File: config.mk
export PLATFORM = sky130hd
export DESIGN_NAME = clock_monitor
export DESIGN_NICKNAME = d
export VERILOG_FILES = /design/src/rtl/clock_monitor.sv
export SDC_FILE = /design/constraint.sdc
export NUM_CORES = 1
export LEC_CHECK = 0
export ABC_AREA = 1
export CORE_UTILIZATION = 55
export DETAILED_ROUTE_END_ITERATION = 8
export DONT_BUFFER_PORTS = 1
export PLACE_DENSITY_LB_ADDON = 0.12
export SYNTH_ARGS = -nofsm -noshare
export SYNTH_HDL_FRONTEND = slang
export SYNTH_SLANG_ARGS = --single-unit
File: constraint.sdc
create_clock -name clk -period 1.7 [get_ports clk]
set_input_delay 0.34 -clock clk [delete_from_list [all_inputs] [get_ports clk]]
set_output_delay 0.34 -clock clk [all_outputs]
set_load 0.005 [all_outputs]
File: src/rtl/clock_monitor.sv
// Slow-clock supervisor: measures period and high time of clk_in in clk cycles
// and flags period, duty-cycle and missing-edge faults.
module clock_monitor #(
    parameter int unsigned NOMINAL = 100000000,
    parameter int unsigned TOL     = 1000
) (
    input  logic        clk,
    input  logic        reset,
    input  logic        clk_in,
    input  logic        clear,
    output logic [31:0] period_cnt,
    output logic [31:0] high_cnt,
    output logic        meas_valid,
    output logic        locked,
    output logic        fault,
    output logic [1:0]  fault_code
);

    localparam logic [31:0] PER_MIN = 32'(NOMINAL - TOL);
    localparam logic [31:0] PER_MAX = 32'(NOMINAL + TOL);
    localparam logic [31:0] HI_MIN  = 32'(NOMINAL / 2 - TOL);
    localparam logic [31:0] HI_MAX  = 32'(NOMINAL / 2 + TOL);
    localparam logic [31:0] TIMEOUT = 32'(NOMINAL + TOL + 1);

    typedef enum logic [1:0] {IDLE, MEASURE, LOCKED, FAULT} state_t;

    state_t      state, state_nx;
    logic        sync1, sync2, sync3;
    logic [1:0]  warm;
    logic        rise;
    logic [31:0] cyc_cnt, hi_cnt;
    logic [1:0]  code_nx;
    logic        load;
    logic        timeout;

    // warm gates edge detection until sync2/sync3 hold real samples, so a
    // clk_in already high at reset release is not seen as a rise
    always_ff @(posedge clk or negedge reset) begin
        if (!reset) begin
            sync1 <= 1'b0;
            sync2 <= 1'b0;
            sync3 <= 1'b0;
            warm  <= 2'd0;
            rise  <= 1'b0;
        end else begin
            sync1 <= clk_in;
            sync2 <= sync1;
            sync3 <= sync2;
            if (warm != 2'd3)
                warm <= warm + 2'd1;
            rise <= sync2 & ~sync3 & (warm == 2'd3);
        end
    end

    // sync3 is high on the rise cycle, so the high counter restarts at 1
    always_ff @(posedge clk or negedge reset) begin
        if (!reset) begin
            cyc_cnt <= '0;
            hi_cnt  <= '0;
        end else if (clear) begin
            cyc_cnt <= '0;
            hi_cnt  <= '0;
        end else if (rise) begin
            cyc_cnt <= 32'd1;
            hi_cnt  <= 32'd1;
        end else begin
            if (cyc_cnt != '1)
                cyc_cnt <= cyc_cnt + 32'd1;
            if (sync3 && hi_cnt != '1)
                hi_cnt <= hi_cnt + 32'd1;
        end
    end

    assign timeout = (cyc_cnt >= TIMEOUT);

    always_comb begin
        state_nx = state;
        code_nx  = fault_code;
        load     = 1'b0;
        if (clear) begin
            state_nx = IDLE;
            code_nx  = 2'b00;
        end else begin
            unique case (state)
                IDLE: begin
                    if (rise) begin
                        state_nx = MEASURE;
                    end else if (timeout) begin
                        state_nx = FAULT;
                        code_nx  = 2'b10;
                    end
                end
                MEASURE, LOCKED: begin
                    if (rise) begin
                        load = 1'b1;
                        if (cyc_cnt < PER_MIN || cyc_cnt > PER_MAX) begin
                            state_nx = FAULT;
                            code_nx  = 2'b01;
                        end else if (hi_cnt < HI_MIN || hi_cnt > HI_MAX) begin
                            state_nx = FAULT;
                            code_nx  = 2'b11;
                        end else begin
                            state_nx = LOCKED;
                        end
                    end else if (timeout) begin
                        state_nx = FAULT;
                        code_nx  = 2'b10;
                    end
                end
                FAULT: ;
                default: state_nx = IDLE;
            endcase
        end
    end

    always_ff @(posedge clk or negedge reset) begin
        if (!reset) begin
            state      <= IDLE;
            fault_code <= 2'b00;
            meas_valid <= 1'b0;
            period_cnt <= '0;
            high_cnt   <= '0;
        end else begin
            state      <= state_nx;
            fault_code <= code_nx;
            meas_valid <= load;
            if (load) begin
                period_cnt <= cyc_cnt;
                high_cnt   <= hi_cnt;
            end
        end
    end

    assign locked = (state == LOCKED);
    assign fault  = (state == FAULT);

endmodule

# Word level (Yosys, flattened, before mapping)
# Cells that the tools add are included.
[totals]
word_cells = 64
input_bits = 4
output_inout_bits = 69
register_bits = 139
[classes]
n_reduce_logical = 9
mux = 23
eq_ne = 9
order_cmp = 5
addsub = 3
bitwise = 3
[ops]
columns = ["cell", "n"]
rows = [
  ["$mux 32", 6],
  ["$add 32x1->32 const B", 2],
  ["$ne 32x32->1 const B", 2],
  ["$ge 32x27->1 const B", 1],
  ["$gt 32x26->1 const B", 1],
  ["$gt 32x27->1 const B", 1],
  ["$lt 32x26->1 const B", 1],
  ["$lt 32x27->1 const B", 1],
  ["$mux 2", 10],
  ["$reduce_bool 3->1", 3],
  ["$pmux 2 s2", 2],
  ["$eq 2x2->1 const B", 3],
  ["$mux 1", 5],
  ["$ne 5x5->1 const B", 1],
  ["$ne 3x3->1 const B", 1],
  ["$reduce_and 3->1", 1],
  ["$add 2x1->2 const B", 1],
  ["$and 1x1->1", 2],
  ["$eq 2x1->1 const B", 1],
  ["$logic_not 2->1", 1],
  ["$logic_or 1x1->1", 2],
  ["$ne 2x2->1 const B", 1],
  ["$reduce_or 2->1", 1],
  ["$logic_and 1x1->1", 1],
  ["$not 1->1", 1],
]

# Logic depth before layout (Yosys ltp)
# Gate-level depths: netlist (run 1).
[depth]
ltp_word = 7
mapped_depth = 16
ltp_nobuf = 16

# Worst setup path before layout (run 1)
# No wires, ideal clock.
[synth_path]
kind = "register to register"
start = "reg cyc_cnt[0]"
end = "reg cyc_cnt[19]"
arrival_time_ns = 1.651
setup_slack_ns = -0.068
setup_time_ns = 0.117
path_stages_with_launch = 13
period_less_slack_ns = 1.768
n_path_buf = 0
cell_sequence = "dfrtp_1 > ha_1 > nand3_2 > nor2_2 > nand2_2 > nor2_4 > nand4_2 > nor2_2 > nand2_4 > nand3_1 > inv_2 > o21ai_1 > nor2_1"
[synth_via]
elab_chain_cells = 4
word_cells_on_any_way = 6
cone_classes = "add/sub: 1; eq/ne: 1; mux: 3; reduce/logical: 1"
[synth_lines]
columns = ["item", "line_no", "text"]
rows = [
  ["from (decl)", "31", "logic [31:0] cyc_cnt, hi_cnt;"],
  ["from (signal assigned)", "68", "cyc_cnt <= cyc_cnt + 32'd1;"],
  ["$add 32x1->32", "68", ""],
  ["$mux 32", "67", "if (cyc_cnt != '1)"],
  ["$mux 32", "63", "end else if (rise) begin"],
  ["$mux 32", "60", "end else if (clear) begin"],
]
# Parallel ways exist; a longest one is shown, timed or not. The select of a mux whose other input is x is not followed.
# A chain may end at the register's enable or synchronous reset.

# Final worst setup path (run 1)
[layout_path]
start = "reg hi_cnt[4]"
end = "reg hi_cnt[9]"
[layout_via]
elab_chain_cells = 4
word_cells_on_any_way = 7
cone_classes = "add/sub: 1; eq/ne: 1; mux: 3; reduce/logical: 2"
[layout_lines]
columns = ["item", "line_no", "text"]
rows = [
  ["from (decl)", "31", ""],
  ["from (signal assigned)", "70", "hi_cnt <= hi_cnt + 32'd1;"],
  ["$add 32x1->32", "70", ""],
  ["$mux 32", "69", "if (sync3 && hi_cnt != '1)"],
  ["$mux 32", "63", ""],
  ["$mux 32", "60", ""],
]
# Parallel ways exist; a longest one is shown, timed or not. The select of a mux whose other input is x is not followed.

==> impl_metrics.yaml, run 1 <==
sta:
  slew_headroom_pct: 65.1
  hold_viol_final: 139
  tns_ns: -10.88
  slew_viol_final: 0
  hold_ws_ns: -0.397
  min_period_ns: 2.00
  clock.fmax_mhz: 500
  finalWorstSetupSlack_ns: -0.299
  worst_pin_slew_ns: 0.518
  clock_skew_ns: 0.0108
  post-route-period-util_pct: 118
  setup_viol: 62
  rsz0062_at_grt: "true"
cells_and_area:
  fin_area_sq_um: 10800
  syn_to_final_growth_pct: 48.4
  utilization_pct: 84.9
  fillCellCount: 715
  diodes: 0
  finalNetCount: 1168
  instances_no_fill: 1341
  drive_above_1_share_pct: 41.4
place:
  io_buffers: 0
  post-place-cells: 1269
  dpl.hpwl_um: 15800
  gp_congestion: 0.927
  placed_cell_area_sq_um: 8800
drt:
  wire_per_inst_um: 19.6
  antenna_left: 0
  dr_total_vias: 7938
  drt-total-wl_um: 26300
  drt-pass1-iter-count: 6
  drcViolationCount: 0
  drtIter0Drc: 781
  viasPerCell: 5.92
global_routing:
  grt_max_degree: 140
  grtUsageTotal_pct: 35.7
  globalRouteOverflowTotal: 0
  grt_pass1_vias: 7621
  antenna_found_initial: 0
  grt_pass1_wl_um: 36700
synth:
  syn_area_sq_um: 7310
  synth_nets: 958
  synth.top_cell.area_share_pct: 47.6
  yosys-top-cells-count: "237 x nand2_1, 139 x dfrtp_1, 101 x inv_1"
  synth_flop_cell: "dfrtp_1"
  synthTopCellsByArea: "dfrtp_1 48%, nand2_1 12%, o21ai_0 6.6%, inv_1 5.2%, nor2_1 4.9%"
  syn_inst: 946
  synth.avg_cell_area_sq_um: 7.72
  synth.yosys.seq_area_share_pct: 47.6
  yosysMostFrequentCell: "nand2_1"
  synth_edf_count: 0
  yosysTopAreaCell: "dfrtp_1"
  async_reset_ff_share_pct: 100
  ys_seq_elements: 139
  synth_cell_type_count: 43
  yosys_warnings: 0
setup_path:
  startpoint_type: "flop"
  regToRegSetupSlack_ns: -0.30
  cp.arrival_ns: 2.32
  r2r_cells: 11
  r2r_start: "hi_cnt[4]"
  reg2reg_to: "hi_cnt[9]"
  cp_max_fo: 7
  worst-setup-path-type: "flop to flop"
  endpoint_kind: "flop"
  cp.required_ns: 2.03
job:
  maxCapViolCount: 0
die:
  fp-row-count: 41
  die-area_sq_um: 13700
  dieHeight_um: 117
  die_width_um: 117
  core_area_sq_um: 12800
  io_pins: 73
  initial_core_util_pct: 57.2
clock_network:
  cts.sinks: 139
  root_buffer: "clkbuf_16"
  clock_latency_ns: 0.44
  cts_hold_buf: 2
  cts_tree: "yes"
  htreeDepth: 4
  clock_path_buffers: 2
  cts_buffers: 17
  clkTransAtPathRegs_ns: 0.06
pwr:
  power.density_nw_per_um2: 850
  peakVddDrop_uv: 926
  p_leak_uw: 0.00494
run_status:
  violations: "negative hold slack, negative setup slack"
  status: "finished with violations"
hold_path:
  min_path_type: "input port to asynchronous set/reset pin"
## sequential cells by signal, summed over array words and instances, names as in the netlist
register / cells
sync3: 1
high_cnt: 32
warm: 2
rise: 1
meas_valid: 1
hi_cnt: 32
sync1: 1
sync2: 1
fault_code: 2
state: 2
cyc_cnt: 32
period_cnt: 32
## how the worst max path moves through the flow
stage / endpoint / from / slack (ns)
floorplan: cyc_cnt[19] / cyc_cnt[0] / -0.01
global placement: fault_code[1] / cyc_cnt[31] / -0.16
CTS: hi_cnt[6] / hi_cnt[1] / -0.15
global route: hi_cnt[9] / hi_cnt[5] / -0.38
detailed placement: hi_cnt[13] / hi_cnt[0] / -0.19
finish: hi_cnt[9] / hi_cnt[4] / -0.30
## per-layer routing
metal,wire [um],vias up,share of wire [%],GRT usage (%)
met3,1540,179,5.9,7.83
li1,-,3526,-,-
met2,13400,419,51,63.8
met1,9510,3814,36,38.1
met4,1780,0,6.8,22.9
met5,0,-,0,0
## power by group
| part | total, uW | switching (uW) | internal [uW] |
|---|---|---|---|
| combinational | 1160 | 659 | 498 |
| clock | 3670 | 1510 | 2160 |
| sequential | 4390 | 479 | 3910 |
## cell families after synthesis
group                    after synthesis  share of synthesized area [%]
flip-flops                           139                           47.6
AO/OA/AOI/OAI                        152                           11.1
adder cells (fa/ha/maj)                8                           1.37
XOR/XNOR                              10                           1.20
multiplexers                           1                          0.154
AND/OR/NAND/NOR                      496                           30.9
buffers and inverters                140                           7.62
## through the flow
| step | power, uW | worst slack [ns] |
|---|---|---|
| global route | 9570 | -0.385 |
| finish | 9220 | -0.299 |
| detailed placement | 5380 | -0.194 |
| CTS | 9070 | -0.146 |
| global placement | 5300 | -0.164 |
| floorplan | 5000 | -0.0109 |
## layout make-up
| type | count | area [sq um] | area share (%) |
|---|---|---|---|
| clock buffer | 18 | 429 | 3.96 |
| clock inverter | 14 | 148 | 1.36 |
| multi-input combinational | 668 | 4310 | 39.7 |
| sequential | 139 | 3490 | 32.2 |
| timing repair buffer | 218 | 1810 | 16.7 |
| inverter | 112 | 439 | 4.05 |
| tap | 172 | 215 | 1.98 |
## critical path: stages (launching register included)
cell,delay [ns]
dfrtp_1,0.45
nand2_2,0.16
nor3_4,0.22
nand2_4,0.10
nor2_4,0.11
nand4_4,0.15
nand2_8,0.15
nand2_8,0.14
nand2_4,0.15
buf_12,0.10
a21oi_2,0.04
o21a_1,0.11
## placed cells by master, fill, tap and decap left out, types with 14 or more instances in the layout
cell	n
dfrtp_1	127
buf_6	19
inv_1	81
nor2_2	21
nor2_1	64
nand2_4	15
o21ai_0	74
nand2_1	198
inv_2	25
nor3_2	14
nand3_1	29
nor2_4	23
o21ai_2	14
nand2_2	29
a21oi_2	15
o21ai_1	16
buf_4	190
clkbuf_16	18
nand4_1	18
nor3_1	26
## what timing repair did
action,4_1_cts,5_1_grt
endpoints found under the setup margin,64,106
gates cloned,2,1
hold endpoints to repair,142,139
resized for setup,138,167
pin swaps,20,64
setup buffers,19,20
(Power assumes the default switching activity.)
==> run 2: changes to the inputs <==
--- a/config.mk
+++ b/config.mk
@@ -13,3 +13,4 @@
 export SYNTH_ARGS = -nofsm -noshare
 export SYNTH_HDL_FRONTEND = slang
 export SYNTH_SLANG_ARGS = --single-unit
+export TNS_END_PERCENT = 1
==> run 2 against run 1 <==
The run still ends with negative hold slack, negative setup slack left. Via count shrank 6.6%. Largest power group unchanged. Largest cell class unchanged. Global-route usage shrank 0.92 points. Utilization shrank 6.9 points. Critical path type unchanged.
==> impl_metrics.yaml, run 2 (synthesized netlist as in run 1, its figures left out) <==
run_status:
  status: "finished with violations"
  violations: "negative hold slack, negative setup slack"
global_routing:
  globalRouteOverflowTotal: 0
  grt_pass1_wl_um: 35800
  antenna_found_initial: 0
  grtUsageTotal_pct: 34.8
  grt_pass1_vias: 7435
  grt_max_degree: 140
pwr:
  switching_share_pct: 28.2
  seqPwrFrac_pct: 48.2
  total_power_uw: 9080
  clkPwrFrac_pct: 40.3
  p_sw_uw: 2560
  cell_internal_pwr_uw: 6520
  peakVddDrop_uv: 915
  power.density_nw_per_um2: 912
  pwr-share-comb_pct: 11.5
  p_leak_uw: 0.00457
cells_and_area:
  finalNetCount: 1142
  most-common-layout-cells: "220 x nand2_1, 183 x buf_4, 133 x dfrtp_1, 96 x inv_1, 86 x o21ai_0"
  syn_to_final_growth_pct: 36.3
  diodes: 0
  drive_above_1_share_pct: 31.5
  instances_no_fill: 1315
  fin_area_sq_um: 9960
  final_common_cell: "nand2_1"
die:
  die-area_sq_um: 13700
  dieHeight_um: 117
  io_pins: 73
  fp-row-count: 41
  initial_core_util_pct: 57.2
  die_width_um: 117
  core_area_sq_um: 12800
place:
  post-place-cells: 1269
  preCtsSetupSlack_ns: -0.194
  io_buffers: 0
  gp_congestion: 0.927
  dpl.hpwl_um: 15800
  placed_cell_area_sq_um: 8800
sta:
  rsz0062_at_grt: "true"
  slew_headroom_pct: 67.2
  hold_ws_ns: -0.395
  hold_viol_final: 139
  finalWorstSetupSlack_ns: -0.189
  min_period_ns: 1.89
  clock.fmax_mhz: 529
  slew_viol_final: 0
  post-route-period-util_pct: 111
  setup_viol: 59
  worst_pin_slew_ns: 0.491
  clock_skew_ns: 0.0121
clock_network:
  cts_buffers: 17
  clkTransAtPathRegs_ns: 0.06
  root_buffer: "clkbuf_16"
  clock_latency_ns: 0.43
  cts_tree: "yes"
  clock_path_buffers: 2
  htreeDepth: 4
  cts_hold_buf: 2
  cts.sinks: 139
hold_path:
  min_path_type: "input port to asynchronous set/reset pin"
setup_path:
  r2r_cells: 10
  reg2reg_to: "cyc_cnt[8]"
  cp.required_ns: 2.04
  r2r_start: "cyc_cnt[9]"
  endpoint_kind: "flop"
  worst-setup-path-type: "flop to flop"
  cp.arrival_ns: 2.23
  startpoint_type: "flop"
  regToRegSetupSlack_ns: -0.19
  cp_max_fo: 8
drt:
  antenna_left: 0
  drt-total-wl_um: 22700
  drcViolationCount: 0
  viasPerCell: 5.64
  drt-pass1-iter-count: 7
  dr_total_vias: 7415
  drtIter0Drc: 611
  wire_per_inst_um: 17.3
job:
  maxCapViolCount: 0
==> run 2: cell count changes in the layout (fill, tap and decap cells not counted), sizes merged <==
cell	delta
clkbuf	-1
buf	-25
==> run 2: critical path: stages (launching register included) <==
cell and delay, ns:
dfrtp_1 0.43, inv_2 0.11, nor3_4 0.30, nand2_4 0.10, nor2_4 0.12, nand4_2 0.11
nor2_2 0.14, nand2_4 0.14, nand2_2 0.12, o21ai_1 0.08, a21oi_1 0.15
==> run 2: through the flow <==
step	setup TNS [ns]	utilization, %
floorplan	-0.0109	-
detailed placement	-5.73	68.9
global route	-12.56	78.0
global placement	-2.92	68.9
CTS	-4.79	76.5
finish	-5.54	78.0
==> run 2: power groups by stage <==
stage / clock, uW / sequential (uW) / combinational [uW]
3_3_place_gp: 0 / 4420 / 878
2_1_floorplan: 0 / 4320 / 688
5_1_grt: 3790 / 4470 / 1190
6_report: 3660 / 4380 / 1040
3_5_place_dp: 0 / 4430 / 946
4_1_cts: 3670 / 4390 / 988
==> run 2: cell type report <==
type	count	area, sq um
flip-flops and latches	139	3490
repair buffers	192	1520
clock inverters	14	148
multi-input cells	668	3740
clock buffers	18	429
inverters	112	424
well taps	172	215
fillers	923	2810
==> run 2: repair_timing <==
action | in CTS | in global routing
pin swaps | 12 | 13
buffers inserted | 10 | 0
endpoints found under the setup margin | 64 | 104
endpoints found under the hold margin | 142 | 139
gates resized for setup | 73 | 50
gates cloned | 2 | 0
==> run 2: worst max path at each step <==
| stage | startpoint | to | slack, ns | cells after the start |
|---|---|---|---|---|
| floorplan | cyc_cnt[0] | cyc_cnt[19] | -0.01 | 12 |
| global placement | cyc_cnt[31] | fault_code[1] | -0.16 | 14 |
| detailed placement | hi_cnt[0] | hi_cnt[13] | -0.19 | 12 |
| CTS | hi_cnt[1] | hi_cnt[27] | -0.15 | 14 |
| global route | cyc_cnt[9] | cyc_cnt[6] | -0.27 | 10 |
| finish | cyc_cnt[9] | cyc_cnt[8] | -0.19 | 10 |
==> run 2: metal layers <==
layer  GRT usage [%]  share of wire, %  up-vias
li1                -                 -     3461
met1            37.3                39     3585
met2            63.0                52      268
met3            7.11               4.5      101
met4            21.0               5.2        0
met5               0                 0        -
==> edit: new RTL, settings of run 1 <==
Encoding of `state_t`: now Gray code (2 bits for 4 states).
--- a/src/rtl/clock_monitor.sv
+++ b/src/rtl/clock_monitor.sv
@@ -22,7 +22,7 @@
     localparam logic [31:0] HI_MAX  = 32'(NOMINAL / 2 + TOL);
     localparam logic [31:0] TIMEOUT = 32'(NOMINAL + TOL + 1);
 
-    typedef enum logic [1:0] {IDLE, MEASURE, LOCKED, FAULT} state_t;
+    typedef enum logic [1:0] {IDLE = 2'b00, MEASURE = 2'b01, LOCKED = 2'b11, FAULT = 2'b10} state_t;
 
     state_t      state, state_nx;
     logic        sync1, sync2, sync3;
Behaviour: no difference found for any inputs over 10 cycles, from zero or initial values and one cycle with reset low; not proved beyond that.
==> edit against run 1 <==
  * The flow still finishes with violations (negative hold slack, negative setup slack)
  * Design area decreased by 2.3%
  * Setup slack worse by 51 ps
  * Non-clock buffer count down 7
  * Final cell count is 0.52% lower
  * Global-route usage fell by 0.33 points
  * Area after synthesis is 1.1% lower
  * Sequential cell count stayed put
  * Critical path depth grew 1
  * Wire length rose by 9.4%
  * Via count grew 3.4%
  * Maximum frequency is 2.5% lower
  * Utilization shrank 1.6 points
Power is not compared: it rests on default switching activity, and its combinational part moved more than twofold at a synthesized area within 25%.
==> edit: results (changes against run 1) <==
Rel. slew slack 35.64% (was 65.14%); worst-path fanout max 4 (was 7); Setup TNS Final -5557 ps (was -10880 ps); Reg clk slew, reported paths 60 ps (about the same); global-route wire length before repair 35.74 mm (was 36.75 mm); Post-synth top cells nand2_1, dfrtp_1, o21ai_0 (was nand2_1, dfrtp_1, inv_1); syn_nets 954 (was 958); Mean Syn Cell Area 7.650 sq um (was 7.724 sq um); detail-routed via count per cell 6.153 (was 5.919); drt pass-1 iters 6 (unchanged); xor/xnor share of the synthesized area 0.9692% (was 1.199%); DP Worst Slack -193.6 ps (was -194.3 ps); Hold Fails Final Rpt 139 (unchanged); overall routing resource usage 35.37% (was 35.70%); fillers 782 (was 715); mux cell area share after synthesis 0.1558% (was 0.1541%); WHS -394.8 ps (was -397.5 ps); Num CTS Buffers 17 (unchanged); Compound-Gate Fraction of Synth Area 11.23% (was 11.13%); kind of cell adding the most delay to the critical path simple AND/OR/NAND/NOR gates (unchanged); largest net degree at the start of global routing 140 (unchanged); share of cells above drive strength 1 39.59% (was 41.40%); placed cell area 8559 sq um (was 8803 sq um); clock skew 11.33 ps (was 10.83 ps); ant diodes 0 (unchanged); Critical Path AT 2370 ps (was 2320 ps); Seq group 3740 uW; Sw Ratio 25.36%; setup ws final -350.3 ps (was -298.9 ps); post-synthesis sequential area ratio 48.11% (was 47.60%); non-filler cells, final 1334 (was 1341); adder and majority gate portion of the synthesized area 0.8654% (was 1.370%); P_int 5954 uW; area share of the largest cell type after synthesis 48.11% (was 47.60%); leakage power 0.004856 uW; Hold WC Path Type input pin to asynchronous set/reset pin (unchanged); failing checks negative hold slack, negative setup slack (unchanged); detailed placement HPWL 16.47 mm (was 15.83 mm); Netlist cell types 39 (was 43); Worst Setup SP hi_cnt[11] (was hi_cnt[4]); initial drt markers 814 (was 781); detailed-route wire length 28.73 mm (was 26.26 mm); initial antenna violation count 0 (unchanged); final setup fails 60 (was 62); status complete, but fails checks (unchanged); FFs w/ async S/R, synth 100.0% (unchanged); largest cells by area after synthesis dfrtp_1, nand2_1, o21ai_0, nor2_1, inv_1 (was dfrtp_1, nand2_1, o21ai_0, inv_1, nor2_1); CP peak stage delay 430 ps (was 450 ps); number of port buffers 0 (unchanged); CTS root buf clkbuf_16 (unchanged); RD Place Congestion 0.9382 (was 0.9273); number of global-route vias before repair 7428 (was 7621); NumNets Final 1159 (was 1168)
## edit: worst paths after layout
kind	endpoint	slack, ps	cells after the start
max	fault_code[0]	-350	12
min	period_cnt[3]	-390	0
max in group asynchronous	hi_cnt[11]	1900	0
min reg2reg	sync2	370	0
min in group clk	cyc_cnt[13]	10	1
max reg2reg	fault_code[0]	-350	12
## edit: what timing repair did
item | CTS | global route
pin swaps | 8 | 64
cloned | 1 | 5
endpoints found under the setup margin | 61 | 67
buffers inserted | 10 | 36
hold buffers | 1 | 2
resized for setup | 57 | 226
hold endpoints to repair | 140 | 150
## edit: layer usage
layer / track usage (%) / wire [um]
met1: 39.46 / 10110
met5: 0 / 0
met3: 6.694 / 2286
met4: 22.28 / 2519
met2: 62.25 / 13820
## edit: final cells by class
class	count	area, sq um	share of cell area [%]
multi-input combinational	686	4217	39.78
sequential	139	3492	32.95
timing repair buffer	211	1718	16.21
clock buffer	19	442.9	4.179
inverter	95	374.1	3.530
tap	172	215.2	2.030
clock inverter	12	140.1	1.322
